<file path="config.mk">
export PLATFORM = sky130hd
export DESIGN_NAME = control_unit
export DESIGN_NICKNAME = d
export VERILOG_FILES = /design/src/rtl/mini_src_pkg.sv /design/src/rtl/control_unit_opcode_class.sv /design/src/rtl/control_unit.sv
export SDC_FILE = /design/constraint.sdc
export NUM_CORES = 1
export LEC_CHECK = 0
export CORE_MARGIN = 3
export CORE_UTILIZATION = 30
export CTS_BUF_LIST = sky130_fd_sc_hd__clkbuf_4 sky130_fd_sc_hd__clkbuf_8
export DETAILED_ROUTE_END_ITERATION = 10
export HOLD_SLACK_MARGIN = 0.1
export PLACE_DENSITY = 0.74
export SYNTH_ARGS = -nofsm -noshare
export SYNTH_HDL_FRONTEND = slang
export SYNTH_SLANG_ARGS = --single-unit
</file>
<file path="constraint.sdc">
create_clock -name clk -period 2.05 [get_ports clk]
set_clock_uncertainty 0.15 [all_clocks]
set_input_delay 0.3075 -clock clk [delete_from_list [all_inputs] [get_ports clk]]
set_output_delay 0.3075 -clock clk [all_outputs]
set_load 0.01 [all_outputs]
</file>
<file path="src/rtl/mini_src_pkg.sv">
// Shared definitions for the Mini SRC hardwired control sequencer:
// opcode encodings, sequencer states and the opcode classes used for decode.
package mini_src_pkg;

    localparam int OPW = 5;

    localparam logic [OPW-1:0] OP_ADD  = 5'b00011;
    localparam logic [OPW-1:0] OP_SUB  = 5'b00100;
    localparam logic [OPW-1:0] OP_AND  = 5'b00101;
    localparam logic [OPW-1:0] OP_OR   = 5'b00110;
    localparam logic [OPW-1:0] OP_SHR  = 5'b00111;
    localparam logic [OPW-1:0] OP_SHRA = 5'b01000;
    localparam logic [OPW-1:0] OP_SHL  = 5'b01001;
    localparam logic [OPW-1:0] OP_ROR  = 5'b01010;
    localparam logic [OPW-1:0] OP_ROL  = 5'b01011;
    localparam logic [OPW-1:0] OP_MUL  = 5'b01111;
    localparam logic [OPW-1:0] OP_DIV  = 5'b10000;
    localparam logic [OPW-1:0] OP_NEG  = 5'b10001;
    localparam logic [OPW-1:0] OP_NOT  = 5'b10010;
    localparam logic [OPW-1:0] OP_NOP  = 5'b11010;
    localparam logic [OPW-1:0] OP_HALT = 5'b11011;

    typedef enum logic [3:0] {
        ST_IDLE,
        ST_T0,
        ST_T1,
        ST_T2,
        ST_T3,
        ST_T4,
        ST_T5,
        ST_T6,
        ST_HALT
    } state_t;

    typedef enum logic [2:0] {
        CLS_ALU3,
        CLS_ALU2,
        CLS_MULDIV,
        CLS_NOP,
        CLS_HALT,
        CLS_ILLEGAL
    } op_class_t;

    // Classes whose execute phase runs past T3.
    function automatic logic needs_t4(op_class_t c);
        return (c == CLS_ALU3) || (c == CLS_ALU2) || (c == CLS_MULDIV);
    endfunction

    function automatic logic needs_t5(op_class_t c);
        return (c == CLS_ALU3) || (c == CLS_MULDIV);
    endfunction

endpackage

</file>
<file path="src/rtl/control_unit_opcode_class.sv">
// Combinational opcode classifier: maps IR[31:27] onto exactly one
// execution class so the sequencer only has to reason about six cases.
module opcode_class
    import mini_src_pkg::*;
(
    input  logic [OPW-1:0] opcode,
    output op_class_t      op_class
);

    always_comb begin
        op_class = CLS_ILLEGAL;
        case (opcode)
            OP_ADD, OP_SUB, OP_AND, OP_OR, OP_SHR,
            OP_SHRA, OP_SHL, OP_ROR, OP_ROL:       op_class = CLS_ALU3;
            OP_NEG, OP_NOT:                        op_class = CLS_ALU2;
            OP_MUL, OP_DIV:                        op_class = CLS_MULDIV;
            OP_NOP:                                op_class = CLS_NOP;
            OP_HALT:                               op_class = CLS_HALT;
            default:                               op_class = CLS_ILLEGAL;
        endcase
    end

endmodule

</file>
<file path="src/rtl/control_unit.sv">
// Hardwired Moore sequencer for the Mini SRC datapath: fetch via PC/MAR/MDR,
// then per-class register-transfer strobes. Outputs decode from state and ir.
module control_unit
    import mini_src_pkg::*;
(
    input  logic           clk,
    input  logic           clr,
    input  logic [31:0]    ir,
    input  logic           mem_ready,
    input  logic           stop,
    output logic           PC_out,
    output logic           Zlow_out,
    output logic           Zhigh_out,
    output logic           MDR_out,
    output logic           R_out,
    output logic           PC_in,
    output logic           IncPC,
    output logic           MAR_in,
    output logic           MDR_in,
    output logic           Read,
    output logic           IR_in,
    output logic           Y_in,
    output logic           Z_in,
    output logic           HI_in,
    output logic           LO_in,
    output logic           R_in,
    output logic           Gra,
    output logic           Grb,
    output logic           Grc,
    output logic [OPW-1:0] alu_op,
    output logic           run,
    output logic           illegal
);

    state_t         state_q;
    state_t         state_d;
    op_class_t      op_class;
    logic [OPW-1:0] opcode;

    // Register fields are consumed by the datapath's select-and-encode logic.
    logic unused_ir_fields;
    assign unused_ir_fields = ^ir[26:0];

    assign opcode = ir[31:27];

    opcode_class u_opcode_class (
        .opcode   (opcode),
        .op_class (op_class)
    );

    always_comb begin
        state_d = state_q;
        case (state_q)
            ST_IDLE: state_d = ST_T0;
            ST_T0:   state_d = stop ? ST_HALT : ST_T1;
            ST_T1:   state_d = mem_ready ? ST_T2 : ST_T1;
            ST_T2:   state_d = ST_T3;
            ST_T3: begin
                if (op_class == CLS_HALT) begin
                    state_d = ST_HALT;
                end else if (needs_t4(op_class)) begin
                    state_d = ST_T4;
                end else begin
                    state_d = ST_T0;
                end
            end
            ST_T4:   state_d = needs_t5(op_class) ? ST_T5 : ST_T0;
            ST_T5:   state_d = (op_class == CLS_MULDIV) ? ST_T6 : ST_T0;
            ST_T6:   state_d = ST_T0;
            ST_HALT: state_d = ST_HALT;
            default: state_d = ST_IDLE;
        endcase
    end

    always_ff @(posedge clk or negedge clr) begin
        if (!clr) begin
            state_q <= ST_IDLE;
        end else begin
            state_q <= state_d;
        end
    end

    // Strobes are pure Moore decode so an asynchronous clear silences them at once.
    always_comb begin
        PC_out    = 1'b0;
        Zlow_out  = 1'b0;
        Zhigh_out = 1'b0;
        MDR_out   = 1'b0;
        R_out     = 1'b0;
        PC_in     = 1'b0;
        IncPC     = 1'b0;
        MAR_in    = 1'b0;
        MDR_in    = 1'b0;
        Read      = 1'b0;
        IR_in     = 1'b0;
        Y_in      = 1'b0;
        Z_in      = 1'b0;
        HI_in     = 1'b0;
        LO_in     = 1'b0;
        R_in      = 1'b0;
        Gra       = 1'b0;
        Grb       = 1'b0;
        Grc       = 1'b0;
        alu_op    = '0;
        illegal   = 1'b0;
        run       = (state_q != ST_IDLE) && (state_q != ST_HALT);

        case (state_q)
            ST_T0: begin
                PC_out = 1'b1;
                MAR_in = 1'b1;
                IncPC  = 1'b1;
                Z_in   = 1'b1;
            end
            ST_T1: begin
                Zlow_out = 1'b1;
                PC_in    = 1'b1;
                Read     = 1'b1;
                MDR_in   = 1'b1;
            end
            ST_T2: begin
                MDR_out = 1'b1;
                IR_in   = 1'b1;
            end
            ST_T3: begin
                case (op_class)
                    CLS_ALU3: begin
                        Grb   = 1'b1;
                        R_out = 1'b1;
                        Y_in  = 1'b1;
                    end
                    CLS_ALU2: begin
                        Grb    = 1'b1;
                        R_out  = 1'b1;
                        Z_in   = 1'b1;
                        alu_op = opcode;
                    end
                    CLS_MULDIV: begin
                        Gra   = 1'b1;
                        R_out = 1'b1;
                        Y_in  = 1'b1;
                    end
                    CLS_ILLEGAL: illegal = 1'b1;
                    default: ;
                endcase
            end
            ST_T4: begin
                case (op_class)
                    CLS_ALU3: begin
                        Grc    = 1'b1;
                        R_out  = 1'b1;
                        Z_in   = 1'b1;
                        alu_op = opcode;
                    end
                    CLS_ALU2: begin
                        Zlow_out = 1'b1;
                        Gra      = 1'b1;
                        R_in     = 1'b1;
                    end
                    CLS_MULDIV: begin
                        Grb    = 1'b1;
                        R_out  = 1'b1;
                        Z_in   = 1'b1;
                        alu_op = opcode;
                    end
                    default: ;
                endcase
            end
            ST_T5: begin
                case (op_class)
                    CLS_ALU3: begin
                        Zlow_out = 1'b1;
                        Gra      = 1'b1;
                        R_in     = 1'b1;
                    end
                    CLS_MULDIV: begin
                        Zlow_out = 1'b1;
                        LO_in    = 1'b1;
                    end
                    default: ;
                endcase
            end
            ST_T6: begin
                if (op_class == CLS_MULDIV) begin
                    Zhigh_out = 1'b1;
                    HI_in     = 1'b1;
                end
            end
            default: ;
        endcase
    end

endmodule

</file>
# After elaboration in Yosys (flattened, before gate mapping)
# Memory sizes are Yosys's and may differ from the RTL's.
# Index checks and enable logic that the tools add are counted.
# totals
register_bits,4
mem_bits_ro,96
elab_cells,57
out_inout_bits,26
n_memories,1
inputBits,36
# memory_table
memory,words,word_bits,read_ports,rd_ports_with_merged_regs,wr,line,source
(name not given),32,3,1,0,0,control_unit_opcode_class.sv:12,case (opcode)
# classes
n_eq_ne,13
muxes,31
n_reduce_logical,11
# ops
op,count
$pmux 4 s8,1
$eq 4x3->1 const B,4
$mux 1,16
$mux 5,2
$pmux 5 s2,1
$mux 3,3
$pmux 1 s3,3
$eq 4x2->1 const B,2
$mux 4,2
$eq 3x3->1 const B,2
$pmux 1 s2,3
$reduce_or 2->1,3
$eq 4x1->1 const B,1
$eq 4x4->1 const B,1
$logic_not 4->1,1
$ne 4x4->1 const B,1
$reduce_bool 4->1,1
$eq 3x1->1 const B,1
$eq 3x2->1 const B,1
$logic_not 3->1,1
$logic_or 1x1->1,3
$reduce_or 3->1,1
$logic_and 1x1->1,1

# Longest topological paths before layout
# Gate-level depths: netlist (run 1).
# An unclocked memory read counts as a cell.
# depth
depth_word,7
depth_mapped,6

# Hierarchy
# Synthesis (run 1) repeated with hierarchy kept, for this count alone.
# hier_totals
hier_cells,96
area_unflattened_um2,706.9
# modules_own_cells
mod,area_each_um2,seq_area_each_um2,cells_per_inst,n_inst
control_unit,601.8,100.1,80,1
opcode_class,105.1,0.0,16,1

# Worst setup path after synthesis (run 1)
# Ideal clock, no wire load.
# synth_timing
kind,input -> output
startpoint,in ir[30]
endpoint,out Grb
setup_slack_ns,0.035
t_required_ns,1.592
n_path_buf,1
path_stages,6
arrival_time_ns,1.557
path_cell_list,buf_6 nor4b_4 nor2_2 o21a_4 or3_4 mux2i_1
# synth_via
elab_chain_cells,5
word_cells_on_any_way,8
cone_classes,2 x eq/ne; 3 x mux; 2 x reduce/logical; 1 x memory
# synth_lines
item,line,source
start: declaration,control_unit.sv:8,"input logic [31:0] ir,"
$mem_v2 32x3 *,n/a,
$eq 3x1->1 or $logic_not 3->1 (tied branches),control_unit.sv:126,case (op_class)
$reduce_or 2->1 (no line),n/a,
$mux 1,control_unit.sv:126,
$pmux 1 s2 *,control_unit.sv:108,case (state_q)
end: declaration,control_unit.sv:28,"output logic Grb,"
# Every way passes the cells marked *; elsewhere a longest branch is shown, timed or not.

# Final worst setup path (run 1)
# Ends and elaborated chain as after synthesis.

==> results of run 1 <==
-- cells by family after synthesis --
kind of cell | after synthesis
xor gates and xnor gates | 2
and+or+nand+nor | 53
DFF | 4
buffers and inverters | 22
AOI/OAI and AO/OA | 24
muxes | 2
-- Yosys cell counts, types with 2 or more instances --
library cell,instances,area [sq um]
nor3_1,5,25.0
clkbuf_1,4,15.0
or3_1,2,12.5
a21oi_1,11,55.1
dfrtp_1,4,100
a31oi_1,2,12.5
buf_4,6,45.0
nor2_1,10,37.5
nand2_1,9,33.8
nor2b_1,3,18.8
and3_1,3,18.8
nand3_1,4,20.0
buf_2,2,10.0
nand2b_1,6,37.5
inv_1,9,33.8
mux2i_1,2,20.0
o21ai_0,4,20.0
-- cell type report --
type | count | share of cell area [%]
Sequential cell | 4 | 7.32
Multi-Input combinational cell | 81 | 42.3
Clock buffer | 3 | 1.63
Inverter | 9 | 2.44
Tap cell | 27 | 2.44
Timing Repair Buffer | 79 | 43.9
-- power by group --
group / internal (mW) / total, mW / switching [mW]
logic: 0.445 / 0.875 / 0.430
clock network: 0.0653 / 0.0952 / 0.0299
registers: 0.114 / 0.151 / 0.0368
total: 0.624 / 1.12 / 0.496
-- what timing repair did --
item,CTS,global route
endpoints found under the setup margin,28,18
pin swaps,16,8
resized for setup,105,19
buffers inserted,12,2
endpoints found under the hold margin,0,0
hold buffers,0,0
-- placed cells by master, fill, tap and decap left out, drive strengths merged --
| cell type | n |
|---|---|
| nand3 | 4 |
| nand4 | 1 |
| and3 | 4 |
| o21bai | 1 |
| dfrtp | 4 |
| clkbuf | 8 |
| xor2 | 1 |
| or3 | 3 |
| nor4b | 1 |
| o31a | 1 |
| nor2b | 3 |
| dlygate4sd2 | 9 |
| mux2i | 2 |
| nor2 | 11 |
| nor3 | 5 |
| o211ai | 1 |
| clkdlybuf4s15 | 1 |
| or4 | 1 |
| buf | 61 |
| a31oi | 2 |
| nand2 | 10 |
| xnor2 | 1 |
| a21o | 2 |
| o32ai | 1 |
| a21oi | 11 |
| o21a | 1 |
| nor4 | 1 |
| and2b | 2 |
| clkdlybuf4s50 | 3 |
| nand2b | 6 |
| o21ai | 4 |
| and4 | 1 |
| inv | 9 |
-- worst register-to-register path, cell delays in order (launching register included) --
cell and delay, ps:
dfrtp_1 380, nand2b_1 190, buf_4 150, nor2_2 150, o211ai_1 170, buf_4 170
buf_4 120, buf_4 120, buf_4 120, buf_4 130, nand3_2 60
-- per-layer routing --
metal	vias up	track usage (%)
li1	499	-
met1	478	25.8
met2	50	40.2
met3	10	2.72
met4	0	6.22
met5	-	0
-- how the worst max path moves through the flow --
stage             to  slack [ps]  cells after the start
3_3_place_gp     Grb        -900                      7
2_1_floorplan    Grb          40                      6
4_1_cts        R_out        -150                      9
6_report         Grb        -100                      7
3_5_place_dp     Grb        -960                      7
5_1_grt          Grb        -160                      7
==> impl_metrics.csv, run 1 <==
group,metric,value,unit
cells_and_area,finish.cell_count_without_fillers,203,
sta,setup_total_negative_slack,-319,ps
cells_and_area,flow.area_growth_from_synthesis,95.6,%
synthesis,synthMuxAreaShare,2.83,%
place,dp_hpwl,2040,um
synthesis,ys_seq_elements,4,
power_and_ir_drop,worst_ir_drop_on_vdd,0.690,mV
power_and_ir_drop,power.static_leakage,0.760,nW
clock_tree,clock-root-buffer,"clkbuf_4",
clock_tree,clk_pin_slew_worst_paths,40,ps
sta,worst_slew_margin_rel,80.2,%
synthesis,area_share_of_and_or_nand_nor_cells_after_synthesis,42.9,%
sta,final.period_utilization,105,%
global_route,grt.total_usage,21.8,%
clock_tree,clock-sinks,4,
clock_tree,clk_latency,230,ps
setup_path,crit_required,1590,ps
synthesis,number_of_enable_type_register_cells_in_the_synthesized_netlist,0,
place,port-buffer-count,34,
clock_tree,htreeDepth,1,
cells_and_area,n_antenna_cell,0,
place,place_congestion,0.848,
global_route,largest_net_degree_at_the_start_of_global_routing,8,
global_route,globalRouteOverflowTotal,0,
drt,avgViaCountPerCell,5.11,
drt,route.vias.total,1037,
setup_path,critical_path.endpoint_type,"output pin",
setup_path,reg2reg_from,"state_q[3]",
sta,fmax,466,MHz
global_route,grt_pass1_vias,1074,
drt,highest_layer,"met4",
floorplanning,floorplan.rows,16,
power_and_ir_drop,cellPowerDensity,809,mW/mm^2
setup_path,number_of_buffer_and_inverter_instances_along_the_worst_setup_path,2,
worst_hold_path,hold_path.class,"input pin to asynchronous set/reset pin",
synthesis,synth_unique_cells,38,
cells_and_area,n_fill_cell,174,
flow_run,max-cap-violations,0,
outcome,failing_checks,"setup timing",
floorplanning,floorplan_core_area,0.00210,sq mm
place,pre_cts_ws,-961,ps
place,detailed_place.area,0.00124,sq mm
floorplanning,die_width,54.6,um
power_and_ir_drop,finalPower,1.12,mW
setup_path,path_max_fanout,6,
outcome,status,"finished with violations",
cells_and_area,seq_area,101,sq um
sta,setup_slack_of_the_critical_path_after_layout,-97.1,ps
synthesis,synth_top_flop_cell,"dfrtp_1",
drt,detail_route.drc_violations,0,
drt,firstDrtPassIters,4,
sta,rsz0062_at_grt,"true",
cells_and_area,utilization,65.9,%
drt,post_drt_wl_per_cell,14.5,um
sta,worst-slew-pin-transition,296,ps
setup_path,cp_cell_sequence,"buf_8, nor4b_4, nor2_4, o21a_4, or3_4, mux2i_1, buf_2",
setup_path,cp-start-kind,"input pin",
floorplanning,dieHeight,54.6,um
drt,detail_route.wirelength,2950,um
sta,timing_max_transition_violations_final,0,
global_route,grt_pass1_wl,4820,um
synthesis,synth_compound_gate_area_share,21.4,%
sta,timing.final.hold_violations,0,
place,dp.cells,187,
sta,setup_viol_count_final,9,
setup_path,cpLargestDelayFamily,"simple AND/OR/NAND/NOR gates",
global_route,antenna_violations_before_repair,0,
floorplanning,design.die.area,0.00298,sq mm
drt,met3WireLength,212,um
cells_and_area,largest_reg_flops,4,
floorplanning,ioPinCount,62,
setup_path,worstReg2RegEnd,"state_q[2]",
synthesis,async_flop_share,100,%
synthesis,main_combinational_cell_family_by_area_after_synthesis,"simple AND/OR/NAND/NOR gates",
drt,initialDrtViolationCount,22,
synthesis,number_of_cells_produced_by_synthesis,107,
clock_tree,cts_inserted_buffers,3,
cells_and_area,post-route-cell-area,0.00139,sq mm
cells_and_area,post_route_cells_drive_above_1_share,51.7,%
synthesis,synth_area_per_cell,6.62,sq um
sta,time_the_final_worst_path_needs_with_i_o_delays_and_setup,2150,ps
drt,detailed_routing_wirelength_on_met1,1210,um
synthesis,synth_adder_area_share,0,%
synthesis,synth_nets,143,
setup_path,reg2reg_setup_slack,70,ps
setup_path,critPathMaxStageDelay,360,ps
setup_path,cp_data_arrival_time,1690,ps
drt,drt.antenna.violating_nets,0,
synthesis,synth_warnings,0,
setup_path,r2r_cells,10,
synthesis,yosysSeqAreaShare,14.1,%
clock_tree,tritoncts,"done",
synthesis,post_synthesis_instance_area,708,sq um
cells_and_area,max_flop_register,"state_q",
setup_path,cp_slowest_cell,"or3_4",
cells_and_area,final_nets,214,
setup_path,worstSetupStartpoint,"ir[30]",
synthesis,post_synth_xor_area_fraction,2.47,%
floorplanning,initial_utilization,33.7,%
cells_and_area,multi_input_comb_area,586,sq um
clock_tree,maximum_root_to_sink_buffer_count,2,
setup_path,criticalPathCategory,"input pin to output pin",
cells_and_area,top_regs,"state_q: 4 flops",
sta,hold_ws,124,ps
drt,met2RoutedLength,1450,um
Power figures use the tool's default switching activity.
==> run 2: changes to the inputs <==
--- a/config.mk
+++ b/config.mk
@@ -12,3 +12,3 @@
 export HOLD_SLACK_MARGIN = 0.1
-export PLACE_DENSITY = 0.74
+export PLACE_DENSITY = 0.82
 export SYNTH_ARGS = -nofsm -noshare
--- a/constraint.sdc
+++ b/constraint.sdc
@@ -4,2 +4,2 @@
 set_output_delay 0.3075 -clock clk [all_outputs]
-set_load 0.01 [all_outputs]
+set_load 0.02 [all_outputs]
==> impl_metrics.csv, run 2 (synthesis results as in run 1) <==
group,metric,value,unit
outcome,status,"finished with violations",
outcome,failing_checks,"setup timing",
global_route,grt_pass1_wl,4220,um
floorplanning,floorplan_core_area,0.00210,sq mm
place,place_congestion,0.873,
sta,time_the_final_worst_path_needs_with_i_o_delays_and_setup,2260,ps
sta,timing.final.hold_violations,0,
sta,final.period_utilization,110,%
setup_path,crit_required,1590,ps
sta,fmax,443,MHz
setup_path,reg2reg_from,"state_q[3]",
drt,initialDrtViolationCount,28,
sta,timing_max_transition_violations_final,0,
power_and_ir_drop,netSwitchingPower,550,uW
drt,avgViaCountPerCell,5.34,
setup_path,r2r_cells,6,
place,pre_cts_ws,-1050,ps
sta,rsz0062_at_grt,"true",
cells_and_area,finish.cell_count_without_fillers,191,
setup_path,worstReg2RegEnd,"state_q[3]",
drt,detail_route.drc_violations,0,
power_and_ir_drop,cellPowerDensity,826,mW/mm^2
global_route,grt_pass1_vias,980,
sta,hold_ws,103,ps
global_route,globalRouteMet1Util,24.3,%
drt,drt.antenna.violating_nets,0,
drt,route.vias.total,1019,
cells_and_area,top_regs,"state_q: 4 flops",
cells_and_area,post-route-cell-area,0.00135,sq mm
sta,worst_slew_margin_rel,80.7,%
worst_hold_path,hold_path.class,"input pin to asynchronous set/reset pin",
setup_path,critPathMaxStageDelay,430,ps
cells_and_area,max_flop_register,"state_q",
flow_run,max-cap-violations,0,
power_and_ir_drop,combPwrFrac,78.1,%
cells_and_area,layout_common_cells,"32 x buf_4, 11 x buf_6, 10 x a21oi_1",
power_and_ir_drop,worst_ir_drop_on_vdd,0.561,mV
floorplanning,initial_utilization,33.7,%
clock_tree,htreeDepth,1,
cells_and_area,post_route_cells_drive_above_1_share,50.0,%
cells_and_area,flow.area_growth_from_synthesis,89.9,%
global_route,grt.total_usage,19.6,%
global_route,globalRouteOverflowTotal,0,
sta,setup_slack_of_the_critical_path_after_layout,-210,ps
drt,firstDrtPassIters,4,
cells_and_area,final_nets,202,
setup_path,critical_path.endpoint_type,"output pin",
sta,setup_total_negative_slack,-1310,ps
cells_and_area,n_antenna_cell,0,
clock_tree,clk_latency,250,ps
sta,setup_viol_count_final,11,
sta,worst-slew-pin-transition,289,ps
place,dp_hpwl,2010,um
clock_tree,clk_pin_slew_worst_paths,50,ps
setup_path,cp_cell_sequence,"buf_8, nor4b_4, nor2_2, o21a_4, or3_4, mux2i_2, buf_4",
place,port-buffer-count,34,
clock_tree,maximum_root_to_sink_buffer_count,2,
setup_path,criticalPathCategory,"input pin to output pin",
drt,detail_route.wirelength,2740,um
global_route,top_usage_layer,"met2",
floorplanning,design.die.area,0.00298,sq mm
global_route,grt_use_met2,31.5,%
floorplanning,die_width,54.6,um
floorplanning,ioPinCount,62,
place,dp.cells,182,
power_and_ir_drop,seqPwrFrac,12.1,%
setup_path,path_max_fanout,5,
cells_and_area,utilization,64.0,%
setup_path,cp_data_arrival_time,1800,ps
power_and_ir_drop,power_frac_clock,9.8,%
global_route,antenna_violations_before_repair,0,
clock_tree,clock-sinks,4,
power_and_ir_drop,p_sw_share,49.5,%
drt,post_drt_wl_per_cell,14.4,um
setup_path,cp-start-kind,"input pin",
power_and_ir_drop,finalPower,1.11,mW
cells_and_area,mostFrequentLayoutCell,"buf_4",
power_and_ir_drop,internal-power,561,uW
floorplanning,floorplan.rows,16,
clock_tree,clock-root-buffer,"clkbuf_4",
global_route,globalRouteMet3Util,2.45,%
power_and_ir_drop,power.static_leakage,0.668,nW
floorplanning,dieHeight,54.6,um
clock_tree,tritoncts,"done",
setup_path,reg2reg_setup_slack,320,ps
place,detailed_place.area,0.00121,sq mm
global_route,largest_net_degree_at_the_start_of_global_routing,12,
cells_and_area,largest_reg_flops,4,
setup_path,cp_slowest_cell,"or3_4",
clock_tree,cts_inserted_buffers,3,
==> run 2: critical path, delay by kind of cell <==
family,cells,cell delay [ps]
AO/OA/AOI/OAI,1,210
buffers and inverters,2,270
multiplexers,1,160
AND/OR/NAND/NOR,3,860
==> run 2: per-layer routing <==
layer,share of wire (%),vias to the layer above
met2,49,48
li1,-,475
met4,4.3,0
met5,0,-
met1,41,484
met3,5.9,12
==> run 2: cell type report <==
| cell class | count | area [sq um] |
|---|---|---|
| fill | 179 | 757 |
| multi-input combinational | 81 | 593 |
| timing repair buffer | 67 | 562 |
| sequential | 4 | 100 |
| inverter | 9 | 33.8 |
| tap | 27 | 33.8 |
| clock buffer | 3 | 22.5 |
==> run 2: what timing repair did <==
action	CTS	global route
hold buffers	0	0
endpoints found under the setup margin	27	24
gates resized for setup	122	27
buffers inserted	5	1
pin swaps	16	14
==> run 2: power by group through the flow <==
stage / Sequential (mW) / Clock [mW] / Combinational (mW)
global placement: 0.134 / 0 / 0.842
finish: 0.135 / 0.108 / 0.868
CTS: 0.133 / 0.100 / 0.834
global route: 0.137 / 0.113 / 0.926
detailed placement: 0.134 / 0 / 0.859
floorplan: 0.126 / 0 / 0.504
==> run 2: how the worst max path moves through the flow <==
stage / cells past startpoint / start / endpoint
2_1_floorplan: 6 / ir[30] / Grc
5_1_grt: 7 / ir[30] / Grb
4_1_cts: 8 / ir[27] / Z_in
3_5_place_dp: 8 / ir[30] / Z_in
6_report: 7 / ir[30] / Grb
3_3_place_gp: 8 / ir[28] / Gra
